### src/rtl/bcd_pkg.sv
// Shared BCD definitions for the counter and the downstream display stage.
package bcd_pkg;

    localparam int          BCD_W      = 4;
    localparam int          NUM_DIGITS = 3;
    localparam logic [3:0]  BCD_MAX    = 4'd9;

    // Packed word {hundreds, tens, units}
    typedef logic [NUM_DIGITS*BCD_W-1:0] bcd_word_t;

    // A single nibble is a legal decimal digit
    function automatic logic bcd_digit_valid(input logic [BCD_W-1:0] d);
        return (d <= BCD_MAX);
    endfunction

    // Every nibble of a packed word is a legal decimal digit
    function automatic logic bcd_word_valid(input bcd_word_t w);
        logic ok;
        ok = 1'b1;
        for (int i = 0; i < NUM_DIGITS; i++) begin
            if (!bcd_digit_valid(w[i*BCD_W +: BCD_W])) begin
                ok = 1'b0;
            end
        end
        return ok;
    endfunction

endpackage

### src/rtl/bcd_counter_3digit_if.sv
// Control and result bundle between the counter and its user.
interface bcd_counter_3digit_if;
    import bcd_pkg::*;

    logic      run;
    logic      up_down;
    logic      clear;
    logic      load;
    bcd_word_t load_value;
    bcd_word_t bcd_out;
    logic      update;
    logic      wrap;
    logic      load_err;

    // Controller side: drives commands, observes the count
    modport master (
        output run, up_down, clear, load, load_value,
        input  bcd_out, update, wrap, load_err
    );

    // Counter side
    modport slave (
        input  run, up_down, clear, load, load_value,
        output bcd_out, update, wrap, load_err
    );
endinterface

### src/rtl/bcd_digit.sv
// One decade cell: combinational next digit with carry/borrow ripple.
module bcd_digit
    import bcd_pkg::*;
(
    input  logic [BCD_W-1:0] digit_in,
    input  logic             enable,
    input  logic             up_down,
    input  logic             carry_in,
    output logic [BCD_W-1:0] digit_out,
    output logic             carry_out
);

    // Step the digit only when a tick reaches this decade
    always_comb begin
        digit_out = digit_in;
        carry_out = 1'b0;
        if (enable && carry_in) begin
            if (up_down) begin
                if (digit_in >= BCD_MAX) begin
                    digit_out = '0;
                    carry_out = 1'b1;
                end else begin
                    digit_out = digit_in + BCD_W'(1);
                end
            end else begin
                // Any out-of-range code also lands on 9, keeping the word legal
                if (digit_in == '0 || digit_in > BCD_MAX) begin
                    digit_out = BCD_MAX;
                    carry_out = (digit_in == '0);
                end else begin
                    digit_out = digit_in - BCD_W'(1);
                end
            end
        end
    end

endmodule

### src/rtl/bcd_counter_3digit.sv
// Three-decade BCD up/down counter with prescaler, load and clear.
module bcd_counter_3digit
    import bcd_pkg::*;
#(
    parameter int TICK_DIV = 5000000,
    parameter int DIV_W    = 23
) (
    input  logic                 clk,
    input  logic                 rst,
    bcd_counter_3digit_if.slave  bus
);

    logic [DIV_W-1:0]    presc_q, presc_d;
    bcd_word_t           count_q, count_d;
    logic                update_q, update_d;
    logic                wrap_q, wrap_d;
    logic                load_err_q, load_err_d;

    logic                tick;
    bcd_word_t           count_step;
    logic [NUM_DIGITS:0] carry;

    assign tick     = bus.run && (presc_q == DIV_W'(TICK_DIV - 1));
    assign carry[0] = 1'b1;

    // Ripple chain of decade cells, units first
    for (genvar gi = 0; gi < NUM_DIGITS; gi++) begin : g_digit
        bcd_digit u_digit (
            .digit_in  (count_q[gi*BCD_W +: BCD_W]),
            .enable    (tick),
            .up_down   (bus.up_down),
            .carry_in  (carry[gi]),
            .digit_out (count_step[gi*BCD_W +: BCD_W]),
            .carry_out (carry[gi+1])
        );
    end

    // Next state: clear beats load beats tick
    always_comb begin
        presc_d    = presc_q;
        count_d    = count_q;
        update_d   = 1'b0;
        wrap_d     = 1'b0;
        load_err_d = 1'b0;
        if (bus.clear) begin
            count_d  = '0;
            presc_d  = '0;
            update_d = 1'b1;
        end else if (bus.load) begin
            if (bcd_word_valid(bus.load_value)) begin
                count_d  = bus.load_value;
                presc_d  = '0;
                update_d = 1'b1;
            end else begin
                load_err_d = 1'b1;
            end
        end else if (bus.run) begin
            if (tick) begin
                presc_d  = '0;
                count_d  = count_step;
                update_d = 1'b1;
                wrap_d   = carry[NUM_DIGITS];
            end else begin
                presc_d = presc_q + DIV_W'(1);
            end
        end
    end

    // State and output registers
    always_ff @(posedge clk or posedge rst) begin
        if (rst) begin
            presc_q    <= '0;
            count_q    <= '0;
            update_q   <= 1'b0;
            wrap_q     <= 1'b0;
            load_err_q <= 1'b0;
        end else begin
            presc_q    <= presc_d;
            count_q    <= count_d;
            update_q   <= update_d;
            wrap_q     <= wrap_d;
            load_err_q <= load_err_d;
        end
    end

    assign bus.bcd_out  = count_q;
    assign bus.update   = update_q;
    assign bus.wrap     = wrap_q;
    assign bus.load_err = load_err_q;

endmodule

### src/flat_wrapper.sv
// flat-port wrapper written by rule: the top's interface ports become plain ports
module bcd_counter_3digit_flat import bcd_pkg::*;
#(
    parameter int TICK_DIV = 5000000,
    parameter int DIV_W    = 23
)
  (clk, rst, bus_run, bus_up_down, bus_clear, bus_load, bus_load_value, bus_bcd_out, bus_update, bus_wrap, bus_load_err);
  bcd_counter_3digit_if bus_i ();
  input  logic clk;
  input  logic rst;
  input wire logic [$bits(bus_i.run)-1:0] bus_run;
  input wire logic [$bits(bus_i.up_down)-1:0] bus_up_down;
  input wire logic [$bits(bus_i.clear)-1:0] bus_clear;
  input wire logic [$bits(bus_i.load)-1:0] bus_load;
  input wire logic [$bits(bus_i.load_value)-1:0] bus_load_value;
  output wire logic [$bits(bus_i.bcd_out)-1:0] bus_bcd_out;
  output wire logic [$bits(bus_i.update)-1:0] bus_update;
  output wire logic [$bits(bus_i.wrap)-1:0] bus_wrap;
  output wire logic [$bits(bus_i.load_err)-1:0] bus_load_err;
  assign bus_i.run = bus_run;
  assign bus_i.up_down = bus_up_down;
  assign bus_i.clear = bus_clear;
  assign bus_i.load = bus_load;
  assign bus_i.load_value = bus_load_value;
  assign bus_bcd_out = bus_i.bcd_out;
  assign bus_update = bus_i.update;
  assign bus_wrap = bus_i.wrap;
  assign bus_load_err = bus_i.load_err;
  bcd_counter_3digit #(.TICK_DIV(TICK_DIV), .DIV_W(DIV_W)) u_core (.clk(clk), .rst(rst), .bus(bus_i));
endmodule
### config.mk
export PLATFORM = sky130hd
export DESIGN_NAME = bcd_counter_3digit_flat
export DESIGN_NICKNAME = d
export VERILOG_FILES = /design/src/rtl/bcd_pkg.sv /design/src/rtl/bcd_counter_3digit_if.sv /design/src/rtl/bcd_digit.sv /design/src/rtl/bcd_counter_3digit.sv /design/src/flat_wrapper.sv
export SDC_FILE = /design/constraint.sdc
export NUM_CORES = 1
export LEC_CHECK = 0
export ABC_AREA = 1
export CORE_AREA = 2 2 79 81
export CTS_CLUSTER_DIAMETER = 50
export DETAILED_ROUTE_END_ITERATION = 7
export DIE_AREA = 0 0 81 83
export PLACE_DENSITY = 0.75
export SETUP_SLACK_MARGIN = 0.15
export SYNTH_ARGS = -nofsm -noshare
export SYNTH_HDL_FRONTEND = slang
export SYNTH_SLANG_ARGS = --single-unit
export TNS_END_PERCENT = 50
### constraint.sdc
create_clock -name clk -period 1.4 [get_ports clk]
set_input_delay 0.28 -clock clk [delete_from_list [all_inputs] [get_ports clk]]
set_output_delay 0.28 -clock clk [all_outputs]
set_load 0.1 [all_outputs]
==> metrics <==
status=finished with violations; failing checks=setup timing; number of synthesized flops with an enable pin=0; pwr/cell area=slightly below 1000 mW/mm²; count of cell types in the netlist=32; Synth Net Count=between 400 and 500; Post-synth ARST share=100%; crit path cell chain=ha_4 -> nand3_4 -> nor2_4 -> nand3_4 -> nand2_2 -> buf_4 -> nand3_1 -> nor2_1 -> nor2_1; gr usage total=between 30 and 40%; final worst-path cycle share=129%; Worst VDD drop=slightly below 800 µV; total power=4.94 mW; CP Class=flip-flop to flip-flop; max_slew headroom=between 80% and 90%; gr ovfl total=0; Crit-path slowest cell=dfrtp_1; layout cells sized above 1=a little under half; Starting Density=about half; crit path DAT=2.00 ns; Final Max Tran Viols=0; vias in the first global route=3891; CTS tree=built; Synth area leader=dfrtp_1; Final HPWL DP=6.74 mm; skew final=around 0.017 ns; Required @ worst endpoint=~1.6 ns; crit path capture type=flip-flop; Final Net Count=620; Hold Crit Class=input port to flip-flop; core area=roughly 0.0058 mm²; Largest delay share family, worst path=simple AND/OR/NAND/NOR gates; highest achievable clock rate=around 550 MHz; drt drc=0; Starting DRT DRC Count=around 470; wire per inst=between 20 and 25 µm; Clock transition at path regs=0.09 ns; fraction of post-synthesis cell area in the top cell type by area=between 30 and 40%; Mapped Area=roughly 0.0029 mm²; Die Ht=a little over 80 µm; Setup TNS=-9.75 ns; row cnt=28; synth-to-layout area growth=72.0%; post-synthesis sequential area ratio=32.3%; most common cell after layout, fill and taps aside=nand2_1; clock latency on the worst-skew pair=around 0.30 ns; Least-Margin Pin Slew=roughly 0.29 ns; vias per inst=slightly above 6; # hold bufs at CTS=0; # setup viols final=40; largest net degree at the start of global routing=39; Antenna diodes=0; Total Wirelength=13.4 mm; Crit Path Max Fanout=4; die area=around 0.0067 mm²; GP Congestion=0.979; most frequent cells in the layout=88 x nand2_1, 87 x buf_4, 45 x inv_1, 45 x nor2_1, 31 x nand3_1; fillers=259; cells after synthesis=between 400 and 500; Die Width=~81 µm; CTS Buf Count=5; Clock Tree Root=clkbuf_8; post-route ant nets=0; IO Port Bufs=32; fin worst setup slack=-0.411 ns; unrepaired setup endpoints after global routing=yes; vias=4154; Max-Cap Viols=0; Longest Clk Path Bufs=2; top_reg_cell synth=dfrtp_1; Clock Sinks=38; CP max stage delay=~0.43 ns; CP Launch Type=flip-flop; top cells by area, synth=dfrtp_1 32%, nand2_1 15%, nand3_1 8.2%, nor2_1 8.0%, inv_1 6.8%; CP bufs+invs=1; DR pass1 iterations=8; antenna violations before repair=0; post-synthesis average cell area=6.61 µm²; H-tree levels=2; yosys warns=0; fin crit period=around 1.8 ns; global-route wire length before repair=roughly 18 mm; Seq cells post-synth=38; leakage power=2.34 nW; total I/O pin count=33; Hold Fails Final Rpt=0
[what timing repair did]
action | in CTS | in global routing
cloned | 2 | 0
resized for setup | 80 | 54
buffers inserted | 10 | 10
pin swaps | 36 | 27
setup endpoints to repair | 49 | 49
[state kept, by name, indices dropped and copies added (netlist names)]
signal               cells
u_core.bus.wrap          1
u_core.bus.update        1
u_core.presc_q          23
u_core.bus.bcd_out      12
u_core.bus.load_err      1
[routing by layer]
| layer | vias up | global-route usage, % | share of wire (%) |
|---|---|---|---|
| met1 | 1937 | 40.8 | 35 |
| met3 | 135 | 6.20 | 9.7 |
| met5 | - | 0 | 0 |
| met4 | 0 | 20.2 | 7.7 |
| li1 | 1720 | - | - |
| met2 | 362 | 57.6 | 48 |
[power by group]
group          switching, mW  internal [mW]  leakage (nW)  total (mW)
Clock                  0.432          0.761        0.0714        1.19
Combinational           1.46          0.965          1.78        2.42
Sequential             0.130           1.20         0.496        1.33
[synth_stat cells (3+ instances only)]
master	number
nor3_1	5
inv_1	53
xor2_1	6
o21ai_1	9
inv_2	6
o21ai_0	22
dfrtp_1	38
ha_1	12
nand4_1	13
a21oi_1	16
nand2_2	4
nor2_2	6
nand3_2	4
nand3_1	48
buf_4	3
nand2_1	116
nor2_1	63
[cell families (layout without fill, tap and decap cells)]
family	count (synthesis)	in the layout	share of synthesized area [%]
and+or+nand+nor	267	268	40.9
xor gates and xnor gates	8	8	2.38
buffers and inverters	68	213	9.69
adders and majority gates	12	12	5.10
AOI/OAI and AO/OA	52	52	9.57
DFF	38	38	32.3
[worst min-delay path, cell delays in order]
cell	delay, ns
dlymetal6s2s_1	0.16
nand3_1	0.10
nor3_1	0.07
[metrics by stage]
| stage | instance area (µm²) | util, % | hold slack [ns] | worst slack, ns | instances |
|---|---|---|---|---|---|
| after floorplan | 3080 | - | 0.422 | -0.308 | 445 |
| after global routing | 5060 | 87.0 | 0.332 | -0.424 | 666 |
| after CTS | 4790 | 82.3 | 0.370 | -0.197 | 656 |
| after global placement | 4300 | 73.9 | 0.585 | -0.555 | 636 |
| final | 5060 | 87.0 | 0.341 | -0.411 | 666 |
| after detailed placement | 4300 | 73.9 | 0.603 | -0.603 | 636 |
[area by class of cell]
| type | instances | area (µm²) | share of cell area (%) |
|---|---|---|---|
| clock buffers | 6 | 82.6 | 1.63 |
| well taps | 75 | 93.8 | 1.85 |
| repair inverters | 1 | 6.26 | 0.124 |
| repair buffers | 144 | 1430 | 28.3 |
| flip-flops and latches | 38 | 981 | 19.4 |
| inverters | 60 | 250 | 4.94 |
| clock inverters | 2 | 60.1 | 1.19 |
| multi-input cells | 340 | 2160 | 42.6 |
[path summary, 6_finish.rpt]
kind	from	end	slack, ns	cells after the start
max in group asynchronous	rst	u_core.bus.bcd_out[0]	0.80	3
min	bus_run	u_core.bus.wrap	0.34	3
min in group asynchronous	rst	u_core.bus.wrap	0.35	3
max	u_core.presc_q[1]	u_core.bus.bcd_out[1]	-0.41	9
max reg2reg	u_core.presc_q[1]	u_core.bus.bcd_out[1]	-0.41	9
min reg2reg	u_core.bus.bcd_out[10]	u_core.bus.bcd_out[10]	0.63	3
(Power assumes the default switching activity.)
==> edit 1: new RTL, same settings <==
Make the reset (`rst`) synchronous in one clocked block.
--- a/src/rtl/bcd_counter_3digit.sv
+++ b/src/rtl/bcd_counter_3digit.sv
@@ -67,7 +67,7 @@
     end
 
     // State and output registers
-    always_ff @(posedge clk or posedge rst) begin
+    always_ff @(posedge clk) begin
         if (rst) begin
             presc_q    <= '0;
             count_q    <= '0;
Function: differs if rst is asserted again (counterexample within 4 cycles, from zero or initial values and one cycle with rst high); with rst held inactive, the same outputs for 10 cycles.
==> edit 1 against the original RTL <==
- the run still ends with negative setup slack left
- sequential share of layout area fell by 2.1 points
- die area did not move
- via count decreased by 9.7%
- sequential cell count unchanged
- worst setup slack better by 0.17 ns
- design area decreased by 4.6%
- synthesized area fell by 1.9%
- wire length shrank 21%
Power is not compared: it rests on default switching activity, and its combinational part moved more than twofold at a synthesized area within 25%.
==> edit 1: results (changes against the original RTL) <==
Vias in the first global route = 3491 (-10%)
Placed Cells = 640 (+0.63%)
Share of layout cells above drive strength 1 = 46.4% (+1.4 points)
Headroom to the max-slew limit = 75.7% (-4.5 points)
Gr usage total = 29.6% (-5.0 points)
Source of the critical timing path = u_core.presc_q[15]
Failing checks = negative setup slack
Post-DP HPWL = 6.70 mm (-0.71%)
Status = complete, but fails checks
Hold Crit Start = bus_load_value[10]
Starting DRT DRC Count = 256 (-46%)
Fin cells = 670 (+0.60%)
# setup viols final = 32 (-20%)
Routed wire length = 10.6 mm (-21%)
Syn Nets = 499 (+5.1%)
Crit path max-delay cell type = dfxtp_1
WHS Endpoint = u_core.bus.bcd_out[10]
Worst r2r dst = u_core.bus.bcd_out[2]
Layout Nets = 625 (+0.81%)
Largest cells by area after synthesis = dfxtp_1 (26%), nand2_1 (16%), nor2_1 (9.5%), nand3_1 (8.3%), inv_1 (6.2%)
First-pass GRT wire length = 15.9 mm (-13%)
Critical Path AT = 1.83 ns (-0.17 ns)
Unique masters post-synth = 35 (+9.4%)
RD Place Congestion = 0.938 (-4.2%)
CP peak stage delay = 0.36 ns (-0.07 ns)
Top_reg_cell synth = dfxtp_1
Fin Clk Skew = 0.00937 ns (-0.00727 ns)
DR pass1 iterations = 6 (-2)
Post-synth top cells = nand2_1 (126), nor2_1 (73), inv_1 (48), nand3_1 (48), dfxtp_1 (38)
Reg2Reg Depth = 8 (-1)
Cell Area, Placed = 0.00409 mm2 (-4.9%)
Register area share after synthesis = 26.4% (-6.0 points)
Final Worst Setup Slack = -0.245 ns (+0.166 ns)
edit 1: cell count changes after synthesis, moves of 4 or more:
cell      delta
a21oi_1      +5
dfrtp_1     -38
dfxtp_1     +38
inv_1        -5
nand2_1     +10
nor2_1      +10
nor2_2       -5
o21ai_0     -12
o21bai_1     +4
edit 1: worst reg2reg max path: stages (launching register included):
cell	delay [ns]
dfxtp_1	0.36
nor2_1	0.21
nand2_1	0.16
nor2_4	0.13
nand3_4	0.10
nand2_4	0.11
nand2_8	0.08
a21oi_1	0.25
a21oi_1	0.13
edit 1: how the worst max path moves through the flow:
stage	slack (ns)	cells after the start	to
after floorplan	-0.19	12	u_core.bus.bcd_out[5]
after global placement	-0.41	12	u_core.bus.bcd_out[2]
after detailed placement	-0.45	12	u_core.bus.bcd_out[11]
after CTS	-0.08	11	u_core.bus.bcd_out[11]
after global routing	-0.28	10	u_core.bus.bcd_out[2]
final	-0.24	8	u_core.bus.bcd_out[2]
edit 1: final cells by class:
class	instances	area, um2
clock buffers	7	76.3
clock inverters	1	30.0
fillers	339	987
inverters	60	258
multi-input cells	363	2300
flip-flops and latches	38	832
well taps	75	93.8
repair buffers	125	1230
repair inverters	1	11.3
edit 1: metrics by stage:
step	util [%]	total power, W	setup WS, ns	setup TNS [ns]
2_1_floorplan	-	0.00148	-0.192	-1.64
3_3_place_gp	70.4	0.00173	-0.408	-13.22
3_5_place_dp	70.4	0.00174	-0.452	-14.68
4_1_cts	78.0	0.00274	-0.0802	-0.441
5_1_grt	83.0	0.00290	-0.282	-5.61
6_report	83.0	0.00280	-0.245	-3.90
edit 1: report_power, final:
group	total [W]	leakage, nW	switching, W	internal (W)
Clock	0.000946	0.0524	0.000412	0.000534
Combinational	0.000763	1.72	0.000444	0.000320
Sequential	0.00109	0.325	0.0000223	0.00107
edit 1: routing by layer:
metal  global-route usage [%]  vias to the layer above  share of wire (%)
li1                         -                     1755                  -
met1                     35.9                     1731                 37
met2                     52.7                      201                 50
met3                     5.00                       62                7.4
met4                     8.17                        0                4.7
met5                        0                        -                  0
edit 1: kinds of logic (layout without fill, tap and decap cells):
logic type / after synthesis / after routing / synth area share (%)
and+or+nand+nor: 293 / 295 / 46.7
buffers and inverters: 69 / 194 / 9.80
AOI/OAI and AO/OA: 46 / 46 / 8.80
DFF: 38 / 38 / 26.4
adders and majority gates: 13 / 13 / 5.64
xor gates and xnor gates: 9 / 9 / 2.73
edit 1: what timing repair did:
item / CTS / global route
resized for setup: 86 / 77
gates cloned: 3 / 0
pin swaps: 41 / 50
setup buffers: 11 / 8
endpoints found under the setup margin: 44 / 45
==> edit 2: new RTL, config.mk and constraints unchanged <==
Made on the original files. The package constant `NUM_DIGITS` goes from 3 to 6.
--- a/src/rtl/bcd_pkg.sv
+++ b/src/rtl/bcd_pkg.sv
@@ -2,7 +2,7 @@
 package bcd_pkg;
 
     localparam int          BCD_W      = 4;
-    localparam int          NUM_DIGITS = 3;
+    localparam int          NUM_DIGITS = 6;
     localparam logic [3:0]  BCD_MAX    = 4'd9;
 
     // Packed word {hundreds, tens, units}
Ports: changed (resized bus_bcd_out and bus_load_value); port bits go from 33 to 57. The function was not compared with the original's and may differ.
==> edit 2 against the original RTL <==
- the run now fails in 3_5_place_dp
- synthesized area increased by 46%
==> edit 2: results (changes against the original RTL) <==
Status = did not finish
Fail Step = 3_5_place_dp
First error = [ERROR DPL-0038] Utilization greater than 100%, impossible to legalize
Share of flip-flops with an asynchronous set or reset = 100% (unchanged)
Synth warn = 0 (unchanged)
Largest cells by area after synthesis = dfrtp_1 (29%), nand2_1 (12%), ha_1 (7.3%), nand3_1 (6.8%), xor2_1 (5.5%)
Syn Nets = 670 (+41%)
Unique masters post-synth = 47 (+47%)
Register area share after synthesis = 29.1% (-3.2 points)
Port bufs = 56 (+75%)
Post-synth top cells = nand2_1 (141), inv_1 (60), nand3_1 (58)
RD Place Congestion = 1.09 (+11%)
Yosys reg bits = 50 (+32%)
## edit 2: cells by family after synthesis
kind of cell	share of synthesized area, %
AND/OR/NAND/NOR	33.4
AO/OA/AOI/OAI	14.3
buffers and inverters	9.40
flip-flops	29.1
XOR/XNOR	6.52
adder cells (fa/ha/maj)	7.28
## edit 2: through the flow
| step | hold WS [ns] | std cells | worst slack [ns] | cell area [um2] |
|---|---|---|---|---|
| after floorplan | 0.322 | 615 | -0.591 | 4490 |
| after global placement | 0.521 | 879 | -0.661 | 6470 |
